File: src/rtl/mod_pkg.sv
// Shared definitions for the residue (mod 2^W - 1) datapath blocks:
// modulus helper, op encoding and the stage-1 operand payload.
package mod_pkg;

   localparam int EAC_W = 8;

   localparam logic OP_SUB = 1'b0;
   localparam logic OP_ADD = 1'b1;

   function automatic logic [31:0] MOD_M(input int unsigned w);
      return (32'd1 << w) - 32'd1;
   endfunction

   // Operands after the subtract/add inversion plus their per-bit carry terms.
   typedef struct packed {
      logic [EAC_W-1:0] a;
      logic [EAC_W-1:0] b_n;
      logic [EAC_W-1:0] g;
      logic [EAC_W-1:0] p;
      logic [EAC_W-1:0] x;
   } s1_payload_t;

endpackage

File: src/rtl/mod_eac_adder.sv
// Combinational WIDTH-bit end-around-carry adder built on Ling pseudo-carries.
// The carry into each bit is taken around the full ring of WIDTH positions.
module mod_eac_adder #(
   parameter int WIDTH = 8
) (
   input  logic [WIDTH-1:0] g_i,
   input  logic [WIDTH-1:0] p_i,
   input  logic [WIDTH-1:0] x_i,
   output logic [WIDTH-1:0] sum_o
);

   logic [2*WIDTH-1:0] g2;
   logic [2*WIDTH-1:0] p2;
   logic [WIDTH-1:0]   carry;
   logic               h;
   logic               pp;

   assign g2 = {g_i, g_i};
   assign p2 = {p_i, p_i};

   // Carry into bit i spans positions i-1 down to i cyclically; the doubled
   // vectors unroll that ring, and c = p[top] & h factors out the top propagate.
   always_comb begin
      carry = '0;
      h     = 1'b0;
      pp    = 1'b0;
      for (int i = 0; i < WIDTH; i++) begin
         h  = g2[i+WIDTH-1];
         pp = 1'b1;
         for (int k = i + WIDTH - 2; k >= i; k--) begin
            h  = h | (pp & g2[k]);
            pp = pp & p2[k];
         end
         carry[i] = p2[i+WIDTH-1] & h;
      end
   end

   assign sum_o = x_i ^ carry;

endmodule

File: src/rtl/mod255_sub_pipe.sv
// Two-stage modulo (2^WIDTH - 1) subtract/add unit: S1 registers operands and
// carry terms, S2 registers the end-around-carry sum (optionally normalized).
module mod255_sub_pipe
   import mod_pkg::*;
#(
   parameter int WIDTH     = EAC_W,
   parameter bit NORMALIZE = 1'b1
) (
   input  logic             clk,
   input  logic             rst,
   input  logic             in_valid,
   output logic             in_ready,
   input  logic [WIDTH-1:0] in_a,
   input  logic [WIDTH-1:0] in_b,
   input  logic             in_op,
   output logic             out_valid,
   input  logic             out_ready,
   output logic [WIDTH-1:0] out_res
);

   // Handshake: a beat moves when valid && ready are both high at a rising
   // edge; a producer holds valid and data stable until that edge.
   logic             s1_valid_q, s1_valid_d;
   logic             s2_valid_q, s2_valid_d;
   s1_payload_t      s1_q, s1_d;
   logic [WIDTH-1:0] res_q, res_d;
   logic [WIDTH-1:0] b_n;
   logic [WIDTH-1:0] sum;
   logic [WIDTH-1:0] norm_sum;
   logic             accept;
   logic             s2_load;
   logic             neg_zero;

   assign s2_load  = s1_valid_q && (!s2_valid_q || out_ready);
   assign in_ready = !rst && (!s1_valid_q || s2_load);
   assign accept   = in_valid && in_ready;
   assign b_n      = (in_op == OP_SUB) ? ~in_b : in_b;

   always_comb begin
      s1_d       = s1_q;
      s1_valid_d = s1_valid_q;
      if (accept) begin
         s1_d.a     = in_a;
         s1_d.b_n   = b_n;
         s1_d.g     = in_a & b_n;
         s1_d.p     = in_a | b_n;
         s1_d.x     = in_a ^ b_n;
         s1_valid_d = 1'b1;
      end else if (s2_load) begin
         s1_valid_d = 1'b0;
      end
   end

   mod_eac_adder #(.WIDTH(WIDTH)) u_eac (
      .g_i   (s1_q.g),
      .p_i   (s1_q.p),
      .x_i   (s1_q.x),
      .sum_o (sum)
   );

   // All-ones sum happens only for a + b' = 2^W-1 (a = ~b') or both all-ones;
   // detected from the operands so it runs beside the carry network.
   assign neg_zero = (&s1_q.x) | ((&s1_q.a) & (&s1_q.b_n));
   assign norm_sum = (NORMALIZE && neg_zero) ? '0 : sum;

   always_comb begin
      res_d      = res_q;
      s2_valid_d = s2_valid_q;
      if (s2_load) begin
         res_d      = norm_sum;
         s2_valid_d = 1'b1;
      end else if (out_ready) begin
         s2_valid_d = 1'b0;
      end
   end

   always_ff @(posedge clk) begin
      if (rst) begin
         s1_valid_q <= 1'b0;
         s2_valid_q <= 1'b0;
         s1_q       <= '0;
         res_q      <= '0;
      end else begin
         s1_valid_q <= s1_valid_d;
         s2_valid_q <= s2_valid_d;
         s1_q       <= s1_d;
         res_q      <= res_d;
      end
   end

   assign out_valid = s2_valid_q && !rst;
   assign out_res   = rst ? '0 : res_q;

endmodule
File: config.mk
export PLATFORM = sky130hd
export DESIGN_NAME = mod255_sub_pipe
export DESIGN_NICKNAME = d
export VERILOG_FILES = /design/src/rtl/mod_pkg.sv /design/src/rtl/mod_eac_adder.sv /design/src/rtl/mod255_sub_pipe.sv
export SDC_FILE = /design/constraint.sdc
export NUM_CORES = 1
export LEC_CHECK = 0
export ABC_AREA = 0
export BUFFER_PORTS_ARGS = -buffer_cell sky130_fd_sc_hd__buf_2
export CORE_ASPECT_RATIO = 0.9
export CORE_MARGIN = 4
export CORE_UTILIZATION = 45
export DETAILED_ROUTE_END_ITERATION = 7
export PLACE_DENSITY_LB_ADDON = 0.12
export SYNTH_ARGS = -nofsm -noshare
export SYNTH_HDL_FRONTEND = slang
export SYNTH_SLANG_ARGS = --single-unit
File: constraint.sdc
create_clock -name clk -period 1.7 [get_ports clk]
set_input_delay 0.17 -clock clk [delete_from_list [all_inputs] [get_ports clk]]
set_output_delay 0.17 -clock clk [all_outputs]
set_load 0.01 [all_outputs]
[Word level (Yosys, flattened, before mapping)]
Cells that the tools add are included.
W data, S select, Z words.
Word-level totals
  register bits: 50
  latch bits: 0
  RAM bits: 0
  memory bits (read-only): 0
  output and inout port bits: 10
  memories kept: 0
Operators by class
  add/sub/neg operators: 0
  multipliers: 0
  div/mod/pow operators: 0
  $lt $le $gt $ge: 0
  equality and inequality tests: 0
  shift operators: 0
  muxes and demuxes: 7
  bitwise logic cells: 159
  reductions and logical operators: 14
Operators by type and width (count)
  $and A1 B1 Y1: 97
  $or A1 B1 Y1: 57
  $mux W8: 3
  $reduce_and A8 Y1: 3
  $xor A8 B8 Y8: 2
  $and A8 B8 Y8: 1
  $not A8 Y8: 1
  $or A8 B8 Y8: 1
  $logic_and A1 B1 Y1: 4
  $mux W1: 4
  $reduce_bool A2 Y1: 2
  $logic_not A1 Y1: 3
  $logic_or A1 B1 Y1: 2

[Logic depth before layout (Yosys ltp)]
Gate-level depths: netlist of the first run.
  word-level depth: 10
  mapped depth: 7
  gate-level depth less buffers: 5

[Modules after synthesis]
A second synthesis of the first run with hierarchy kept.
Unflattened totals
  cell total of the unflattened synthesis: 326
  area total of the unflattened synthesis: 2796.4 um^2
Modules (own cells, without submodules)
  mod255_sub_pipe: instances 1, cells each 258, area an instance 2302.2 um^2, seq. area each 1001.0 um^2
  mod_eac_adder: instances 1, cells each 68, area an instance 494.2 um^2, seq. area each 0.0 um^2

[Least setup slack after synthesis of the first run]
No wires, ideal clock.
  path type: reg2reg
  from: register s2_valid_q
  to: register s1_q[27] (netlist bit)
  setup time: 0.070 ns
  data arrival time: 1.335 ns
  required time: 1.630 ns
  path slack: 0.295 ns
  stages on the path, launching flop included: 8
  buffers on the path: 2
  period minus slack after synthesis: 1.405 ns
  cell sequence: dfxtp_1 nor2b_4 a21oi_1 and2_1 buf_4 buf_4 nand2_1 a21oi_1
On the way
  cells in the longest elaborated chain, start to end: 6
RTL lines
  from (decl): RTL line mod255_sub_pipe.sv:24  | logic s2_valid_q, s2_valid_d;
  from (signal assigned): RTL line mod255_sub_pipe.sv:85  | s2_valid_q <= s2_valid_d;
  $logic_not A1 Y1: RTL line mod255_sub_pipe.sv:34  | assign s2_load = s1_valid_q && (!s2_valid_q || out_ready);
  $logic_or A1 B1 Y1: RTL line mod255_sub_pipe.sv:34
  $logic_and A1 B1 Y1: RTL line mod255_sub_pipe.sv:34
  $logic_or A1 B1 Y1: RTL line mod255_sub_pipe.sv:35  | assign in_ready = !rst && (!s1_valid_q || s2_load);
  $logic_and A1 B1 Y1: RTL line mod255_sub_pipe.sv:35
  net in_ready: RTL line mod255_sub_pipe.sv:12  | output logic in_ready,
  $logic_and A1 B1 Y1: RTL line mod255_sub_pipe.sv:36  | assign accept = in_valid && in_ready;
  to (signal assigned): RTL line mod255_sub_pipe.sv:81  | s1_q <= '0;
  to (signal assigned): RTL line mod255_sub_pipe.sv:86  | s1_q <= s1_d;
  to (decl): RTL line mod255_sub_pipe.sv:25  | s1_payload_t s1_q, s1_d;
The timed path passes the listed nets, and every way through them passes these cells.
A chain may end at the register's enable or synchronous reset.

[Final worst setup path of the first run]
  from: register s1_q[36] (netlist bit)
  to: register res_q[0]
On the way
  cells in the longest elaborated chain, start to end: 4
RTL lines
  $reduce_and A8 Y1: RTL line mod255_sub_pipe.sv:63  | assign neg_zero = (&s1_q.x) | ((&s1_q.a) & (&s1_q.b_n));
  $and A1 B1 Y1: RTL line mod255_sub_pipe.sv:63
  $or A1 B1 Y1: RTL line mod255_sub_pipe.sv:63
  $mux W8: RTL line mod255_sub_pipe.sv:64  | assign norm_sum = (NORMALIZE && neg_zero) ? '0 : sum;
  to (signal assigned): RTL line mod255_sub_pipe.sv:87  | res_q <= res_d;
  to (decl): RTL line mod255_sub_pipe.sv:26  | logic [WIDTH-1:0] res_q, res_d;
No other way between the ends.

==> results.tsv, run 1 <==
metric	value	unit
power_frac_comb	16.7	%
synth-edff-count	0	
synth_top_cell_by_area	dfxtp_1	
yosys_warnings	0	
max_slew_margin	70.7	%
maxCapViolCount	0	
synth_top_flop_cell	dfxtp_1	
cp-end-kind	flip-flop	
path_cells	nand4_1, nor4_1, buf_4, or4b_1, o32ai_1	
die_w	88.8	um
wl_per_cell	14.6	um
met1_length	3.05	mm
crit_path_top_delay_cell	or4b_1	
power.density	826	nW/um^2
gr-total-overflow	0	
worst-path-max-fanout	8	
rows	26	
numCtsBuffers	5	
period_needed	1.57	ns
rsz0062_at_grt	no	
cp.arrival	1.78	ns
finalClockSkew	0.00642	ns
synthDistinctLibCells	36	
min_path_cells	3	
die_h	80.7	um
grt_pass1_vias	2054	
ctsRootBufferMaster	clkbuf_8	
wl	6.14	mm
initial_core_util	46.5	%
critPathMaxStageDelay	0.67	ns
crit_buf_inv	1	
intPower	1.77	mW
path_class	flip-flop to flip-flop	
fin_crit_sh	92.3	%
via_per_inst	5.27	
critical_path.top_delay_family	simple AND/OR/NAND/NOR gates	
p_switching	0.686	mW
route.met2.wl	2.79	mm
dp_hpwl	4.46	mm
final_cell_mix	nand2_1 (58), dfxtp_1 (45), buf_2 (30), nor2_1 (25), nand3b_1 (25)	
layoutNonFillerInstCount	421	
nets	387	
synth_top_area_share	37.8	%
clk_latency	0.29	ns
cts_setup_buffers	0	
setup_violations	0	
core-area	5690	sq um
clkSlewWorstSetupHoldPaths	0.09	ns
num_antenna_cells	0	
final_layout_size_suffix_gt1_share	17.1	%
final_common_cell	nand2_1	
drt_iter0_drc	196	
synthCells	325	
pwr-share-seq	54.7	%
grt_max_degree	43	
fin_util	52.3	%
status	finished clean	
portBuffers	30	
synth_area	2650	sq um
place_congestion	0.898	
dr.pass1.iters	4	
path_depth	5	
die_area	7170	sq um
stdcell_area	2980	sq um
htree_levels	2	
drtAntennaViolNets	0	
cts_sinks	50	
grt_pass1_wl	10.2	mm
antenna_found_initial	0	
hold_path.class	primary input to flip-flop	
regToRegSetupSlack	0.13	ns
placed_cells	413	
avgSynthCellArea	8.14	sq um
wl_met3	276	um
async_flop_share	0	%
cts_tree	built	
startpoint_type	flip-flop	
clockPowerShare	28.6	%
via_count	2218	
peakVddDrop	0.000477	V
synth_nets	362	
max_freq	637	MHz
synth_area_leaders	dfxtp_1 (38%), nand2_1 (8.2%), ha_1 (7.6%)	
num_io_pins	31	
synth_seq_cells	50	
finalPower	2.46	mW
grt_use_total	18.2	%
required	1.91	ns
synth_seq_area_share	37.8	%
p_sw_share	27.9	%
top_layer	met4	
reg2reg_depth	5	
route.detailed.drc	0	
syn_to_final_growth	12.6	%
tightest_slew	0.438	ns
hold_ws	0.117	ns
slew_violations	0	
hold_viol	0	
place_area	2880	sq um
clock_tree.buffer_depth	2	
p_leak	1.30	nW
## power by group through the flow
stage / Clock [mW] / Sequential, mW / Combinational (mW)
2_1_floorplan: 0 / 1.32 / 0.310
3_3_place_gp: 0 / 1.37 / 0.411
3_5_place_dp: 0 / 1.37 / 0.412
4_1_cts: 0.721 / 1.34 / 0.414
5_1_grt: 0.769 / 1.36 / 0.470
6_report: 0.703 / 1.35 / 0.410
## cells in the mapped netlist, types with 2 or more instances
library cell / number
clkbuf_1: 13
o21ai_0: 10
buf_4: 2
inv_1: 24
nand2_1: 58
dfxtp_1: 50
xnor2_1: 12
buf_2: 11
o31a_1: 2
o31ai_1: 3
nor2_1: 25
and3_1: 2
ha_1: 16
a21o_1: 4
a211oi_1: 14
a21oi_1: 15
o32ai_1: 8
nand4_1: 9
xor2_1: 4
nand3b_1: 25
o311ai_1: 3
## final timing paths
kind,start,to
worst max-delay path,s1_q[36],res_q[0]
worst min-delay path,in_valid,s1_valid_q
worst max register to register,s1_q[36],res_q[0]
worst min register to register,s1_q[24],s1_q[24]
## flip-flops by register name, indices dropped and copies added, names as in the netlist
| signal | flops |
|---|---|
| res_q | 8 |
| s1_q | 40 |
| s2_valid_q | 1 |
| s1_valid_q | 1 |
## timing repair
| item | 4_1_cts | 5_1_grt |
|---|---|---|
| resized for setup | 1 | 6 |
| hold buffers | 0 | 0 |
| endpoints found under the setup margin | 1 | 3 |
| pin swaps | 0 | 1 |
## worst min-delay path: cells and delay by family
kind                   cells  cell delay (ns)
buffers and inverters      1             0.10
and+or+nand+nor            1             0.07
AOI/OAI and AO/OA          1             0.04
## layer usage
metal | vias to the layer above | track usage (%)
li1 | 1153 | -
met1 | 1010 | 27.1
met2 | 53 | 27.8
met3 | 2 | 3.04
met4 | 0 | 3.47
met5 | - | 0
## through the flow
| stage | worst slack [ns] | TNS [ns] |
|---|---|---|
| detailed placement | 0.0194 | 0 |
| global route | 0.0107 | 0 |
| CTS | 0.109 | 0 |
| finish | 0.131 | 0 |
| floorplan | 0.295 | 0 |
| global placement | -0.0430 | -0.0430 |
## area by class of cell
cell class | instances | area [sq um]
flip-flops and latches | 50 | 1010
well taps | 70 | 87.6
fillers | 575 | 2720
clock inverters | 1 | 5.00
multi-input cells | 224 | 1420
inverters | 24 | 90.1
clock buffers | 7 | 86.3
repair buffers | 45 | 275
## kinds of logic (layout without fill, tap and decap cells)
group,Yosys count,after routing,synth area share (%)
AOI/OAI and AO/OA,66,66,17.4
xor gates and xnor gates,16,16,5.30
adders and majority gates,16,16,7.57
buffers and inverters,51,77,8.33
DFF,50,50,37.8
and+or+nand+nor,126,126,23.6
(Power assumes the default switching activity.)
==> run 2: changes to the inputs <==
- CORE_UTILIZATION: 45 -> 58
- CTS_BUF_LIST: default -> sky130_fd_sc_hd__clkbuf_16
==> run 2 against run 1 <==
Via count grew 3.2%. Utilization grew 15 points. Clock power is 54% higher. First-iteration DRC count rose by 60%. Combinational power decreased by 3%. Non-clock buffer count decreased by 4. Final cell count fell by 2.9%. Fmax decreased by 0.77%. Count of clock-buffer cells in the layout shrank 2. Critical path depth did not move. Sequential power is essentially flat. Flip-flop and latch count unchanged. Largest cell class unchanged.
==> results.tsv, run 2 (synthesis gave the netlist of run 1 again) <==
metric	value	unit	change
fin_ws	0.119	ns	-0.0122 ns
hold_path.class	primary input to flip-flop		
grt_pass1_wl	9.43	mm	-7.8%
cp-end-kind	flip-flop		
num_antenna_cells	0		unchanged
via_count	2289		+3.2%
place_congestion	0.987		+9.9%
cp.arrival	1.73	ns	-0.05 ns
initial_core_util	59.7	%	+13 points
ctsRootBufferMaster	clkbuf_16		
core-area	4430	sq um	-22%
antenna_found_initial	0		unchanged
portBuffers	30		unchanged
crit_start	s1_q[11]		
htree_levels	2		unchanged
fin_setup_tns	0	ns	unchanged
num_io_pins	31		unchanged
die_w	79.2	um	-11%
peakVddDrop	0.000648	V	+36%
regToRegSetupSlack	0.12	ns	about the same
max_slew_margin	66.2	%	-4.5 points
finalClockSkew	0.00848	ns	+0.00206 ns
required	1.85	ns	-0.06 ns
worst-path-max-fanout	9		+1
cts_tree	built		
final_layout_size_suffix_gt1_share	15.3	%	-1.8 points
grt_pass1_vias	2034		-0.97%
final_common_cell	nand2_1		
via_per_inst	5.60		+6.2%
die_area	5710	sq um	-20%
dp_slack	0.0320	ns	+0.0125 ns
slew_violations	0		unchanged
period_needed	1.58	ns	+0.0122 ns
clkSlewWorstSetupHoldPaths	0.06	ns	-0.03 ns
p_leak	1.32	nW	+1.3%
place_area	2840	sq um	-1.4%
startpoint_type	flip-flop		
rows	23		-12%
drt_iter0_drc	313		+60%
crit_end	res_q[6]		
tightest_slew	0.507	ns	+0.0685 ns
cts_sinks	50		unchanged
maxCapViolCount	0		unchanged
reg_top3	s1_q (40), res_q (8)		
power.density	941	nW/um^2	+14%
die_h	72.1	um	-11%
wl_per_cell	13.8	um	-5.3%
nets	383		-1.0%
numCtsBuffers	5		unchanged
dp_hpwl	4.10	mm	-7.9%
worstReg2RegStart	s1_q[11]		
grt_max_degree	60		+40%
hold_ws	0.119	ns	+0.00223 ns
syn_to_final_growth	13.6	%	
clk_latency	0.28	ns	about the same
setup_violations	0		unchanged
fin_crit_sh	93.0	%	+0.72 points
dr.pass1.iters	5		+1
path_class	flip-flop to flip-flop		
route.detailed.drc	0		unchanged
final_cell_mix	nand2_1 (58), dfxtp_1 (47), buf_2 (30), inv_1 (26)		
hold_viol	0		unchanged
cts_setup_buffers	0		unchanged
stdcell_area	3000	sq um	+0.88%
regToRegEndpoint	res_q[6]		
clock_tree.buffer_depth	2		unchanged
status	finished clean		
top_register	s1_q		
drtAntennaViolNets	0		unchanged
wl	5.65	mm	-8.0%
reg2reg_depth	5		unchanged
max_freq	632	MHz	-0.77%
rsz0062_at_grt	no		
gr-total-overflow	0		unchanged
grt_use_total	21.1	%	+2.9 points
largest_register_ffs	40		unchanged
-- run 2: cell types whose count changed in the layout (fill, tap and decap cells not counted) --
cell / change
clkinv_2: -1
dfxtp_1: +2
bufinv_16: +1
clkbuf_8: -6
buf_4: -4
dfxtp_4: -1
clkbuf_1: -1
clkbuf_16: +5
inv_1: +2
dfxtp_2: -1
-- run 2: final cells by class --
type / count / area (sq um)
tap: 62 / 77.6
clock inverter: 3 / 37.5
fill: 397 / 1430
clock buffer: 5 / 125
sequential: 50 / 1000
inverter: 24 / 90.1
multi-input combinational: 224 / 1420
timing repair buffer: 41 / 245
-- run 2: layer usage --
metal	vias up	track usage [%]	part of all wire (%)
met3	14	5.83	5.4
met4	0	7.44	2.7
met2	76	32.6	45
met5	-	0	0
li1	1154	-	-
met1	1045	28.4	47
-- run 2: timing repair --
item | in CTS | in global routing
resized for setup | 0 | 4
setup endpoints to repair | 0 | 1
hold endpoints to repair | 0 | 0
hold buffers | 0 | 0
-- run 2: worst min path at each step --
stage                  to  cells after the start  slack [ns]  startpoint
6_report       s1_valid_q                      3        0.12    in_valid
5_1_grt        s1_valid_q                      3        0.15    in_valid
4_1_cts        s1_valid_q                      3        0.12    in_valid
3_5_place_dp   s1_valid_q                      3        0.41    in_valid
3_3_place_gp   s1_valid_q                      3        0.40    in_valid
2_1_floorplan  s1_valid_q                      2        0.29    in_valid
-- run 2: critical path: stages (launching register included) --
cell and delay, ns:
dfxtp_1 0.50, nand2_1 0.14, o311a_1 0.36, a21oi_1 0.22
xnor2_1 0.14, o32ai_1 0.08
-- run 2: metrics by stage --
step	total power, mW	instances	util [%]
final	2.83	409	67.8
after global routing	2.98	409	67.8
after CTS	2.85	409	67.7
after detailed placement	1.77	401	64.0
after global placement	1.76	401	64.0
after floorplan	1.63	325	-
-- run 2: power by group --
| part | internal [mW] | leakage, nW | switching [mW] | total [mW] |
|---|---|---|---|---|
| clock network | 0.683 | 0.0864 | 0.399 | 1.08 |
| registers | 1.25 | 0.412 | 0.0910 | 1.35 |
| logic | 0.183 | 0.822 | 0.215 | 0.398 |
| total | 2.12 | 1.32 | 0.705 | 2.83 |
==> run 3: changes to the inputs <==
- clock period: 1.7 -> 1.52 ns (I/O delays scaled with it)
==> run 3 against run 2 <==
Combinational power up 38%. Largest power group unchanged. Clock skew is 0.0023 ns lower. Die area stayed put. Register-to-register slack worse by 0.09 ns. Fmax increased by 6.4%. Sequential share of layout area decreased by 2.1 points. Utilization is 5.3 points higher. Critical path depth increased by 1. First-iteration DRC count shrank 43%. Non-clock buffer count increased by 16.
==> results.tsv, run 3 (synthesis gave the netlist of run 1 again) <==
metric	value	unit	change
min_path_cells	3		unchanged
peakVddDrop	0.000765	V	+18%
hold_viol	0		unchanged
portBuffers	30		unchanged
startpoint_type	flip-flop		
finalClockSkew	0.00618	ns	-0.00230 ns
numCtsBuffers	5		unchanged
die_area	5710	sq um	unchanged
required	1.67	ns	-0.18 ns
cts_tree	built		
route.detailed.drc	0		unchanged
p_sw_share	27.2	%	+2.3 points
tightest_slew	0.520	ns	+0.0128 ns
p_switching	0.848	mW	+20%
die_h	72.1	um	unchanged
placed_cells	415		+3.5%
slew_violations	0		unchanged
via_count	2383		+4.1%
num-fill-cells	377		-5.0%
wl	6.53	mm	+16%
reg_top3	s1_q (40), res_q (8)		
pwr-share-seq	48.5	%	+0.9 points
largest_register_ffs	40		unchanged
status	finished clean		
cp-end-kind	flip-flop		
cts_sinks	50		unchanged
power_frac_comb	17.7	%	+3.6 points
stdcell_area	3240	sq um	+7.8%
dr.pass1.iters	4		-1
setup_violations	0		unchanged
ctsRootBufferMaster	clkbuf_16		
power.density	963	nW/um^2	+2.3%
final_layout_size_suffix_gt1_share	26.0	%	+11 points
final_common_cell	nand2_1		
place_area	2960	sq um	+4.1%
hold_path.class	primary input to flip-flop		
max_freq	673	MHz	+6.4%
fin_util	73.1	%	+5.3 points
core-area	4430	sq um	unchanged
worst-path-max-fanout	5		-4
initial_core_util	59.7	%	unchanged
place_congestion	1.01		+2.3%
dp_hpwl	4.33	mm	+5.5%
fin_ws	0.0333	ns	-0.0852 ns
layoutNonFillerInstCount	424		+3.7%
cp.arrival	1.64	ns	-0.09 ns
rows	23		unchanged
final_cell_mix	nand2_1 (57), dfxtp_1 (40), buf_2 (30)		
finalPower	3.12	mW	+10%
drt_iter0_drc	177		-43%
htree_levels	2		unchanged
period_needed	1.49	ns	-0.0948 ns
die_w	79.2	um	unchanged
grt_use_total	22.4	%	+1.3 points
antenna_found_initial	0		unchanged
intPower	2.27	mW	+6.9%
syn_to_final_growth	22.4	%	
drtAntennaViolNets	0		unchanged
top_register	s1_q		
gr-total-overflow	0		unchanged
maxCapViolCount	0		unchanged
dp_slack	-0.108	ns	-0.140 ns
fin_crit_sh	97.8	%	+4.8 points
num_io_pins	31		unchanged
p_leak	1.41	nW	+7.0%
wl_per_cell	15.4	um	+11%
clk_latency	0.29	ns	about the same
grt_max_degree	60		unchanged
num_antenna_cells	0		unchanged
via_per_inst	5.62		+0.42%
hold_ws	0.115	ns	-0.00335 ns
clock_tree.buffer_depth	2		unchanged
max_slew_margin	65.3	%	-0.85 points
reg2reg_depth	6		+1
path_class	flip-flop to flip-flop		
grt_pass1_vias	2119		+4.2%
nets	399		+4.2%
grt_pass1_wl	10.1	mm	+6.8%
clockPowerShare	33.8	%	-4.5 points
fin_setup_tns	0	ns	unchanged
clkSlewWorstSetupHoldPaths	0.06	ns	about the same
[run 3: cell types whose count changed in the layout (fill, tap and decap cells not counted), moves of 2 or more]
| cell | change |
|---|---|
| buf_4 | +14 |
| dfxtp_1 | -7 |
| o311ai_1 | -3 |
| a21oi_1 | -4 |
| a211oi_4 | +2 |
| dfxtp_2 | +7 |
| a211oi_2 | +4 |
| a211oi_1 | -6 |
| a21oi_2 | +4 |
| o311ai_2 | +3 |
[run 3: path summary, 6_finish.rpt]
path,start,end,slack [ns]
min,in_valid,s1_valid_q,0.12
max,s1_q[15],res_q[5],0.03
min reg2reg,s1_q[24],s1_q[24],0.45
max reg2reg,s1_q[15],res_q[5],0.03
[run 3: worst max-delay path, cell delays in order, from the launching register on]
cell and delay (ns):
dfxtp_1 0.44, buf_4 0.16, nor2_1 0.05, o311ai_2 0.24, o311ai_2 0.15, xor2_1 0.22
o32ai_1 0.10
[run 3: repair_timing]
item / CTS / global route
setup endpoints to repair: 7 / 15
gates resized for setup: 7 / 25
hold buffers: 0 / 0
pin swaps: 1 / 5
gates cloned: 0 / 1
buffers inserted: 0 / 1
[run 3: layout make-up]
cell class	instances	area (sq um)	area share, %
clock buffer	5	125	3.86
clock inverter	2	11.3	0.348
inverter	24	90.1	2.78
multi-input combinational	224	1530	47.1
sequential	50	1010	31.3
tap	62	77.6	2.40
timing repair buffer	57	395	12.2
[run 3: power groups by stage]
stage	clock network, mW	registers (mW)	logic (mW)
floorplan	0	1.48	0.346
global placement	0	1.51	0.497
detailed placement	0	1.52	0.502
CTS	1.06	1.49	0.514
global route	1.12	1.52	0.610
finish	1.05	1.51	0.551
[run 3: layer usage]
layer | GRT usage (%) | vias up | part of all wire (%)
li1 | - | 1183 | -
met4 | 8.97 | 0 | 3.2
met3 | 3.85 | 21 | 6.5
met2 | 35.5 | 95 | 46
met1 | 30.6 | 1084 | 44
met5 | 0 | - | 0
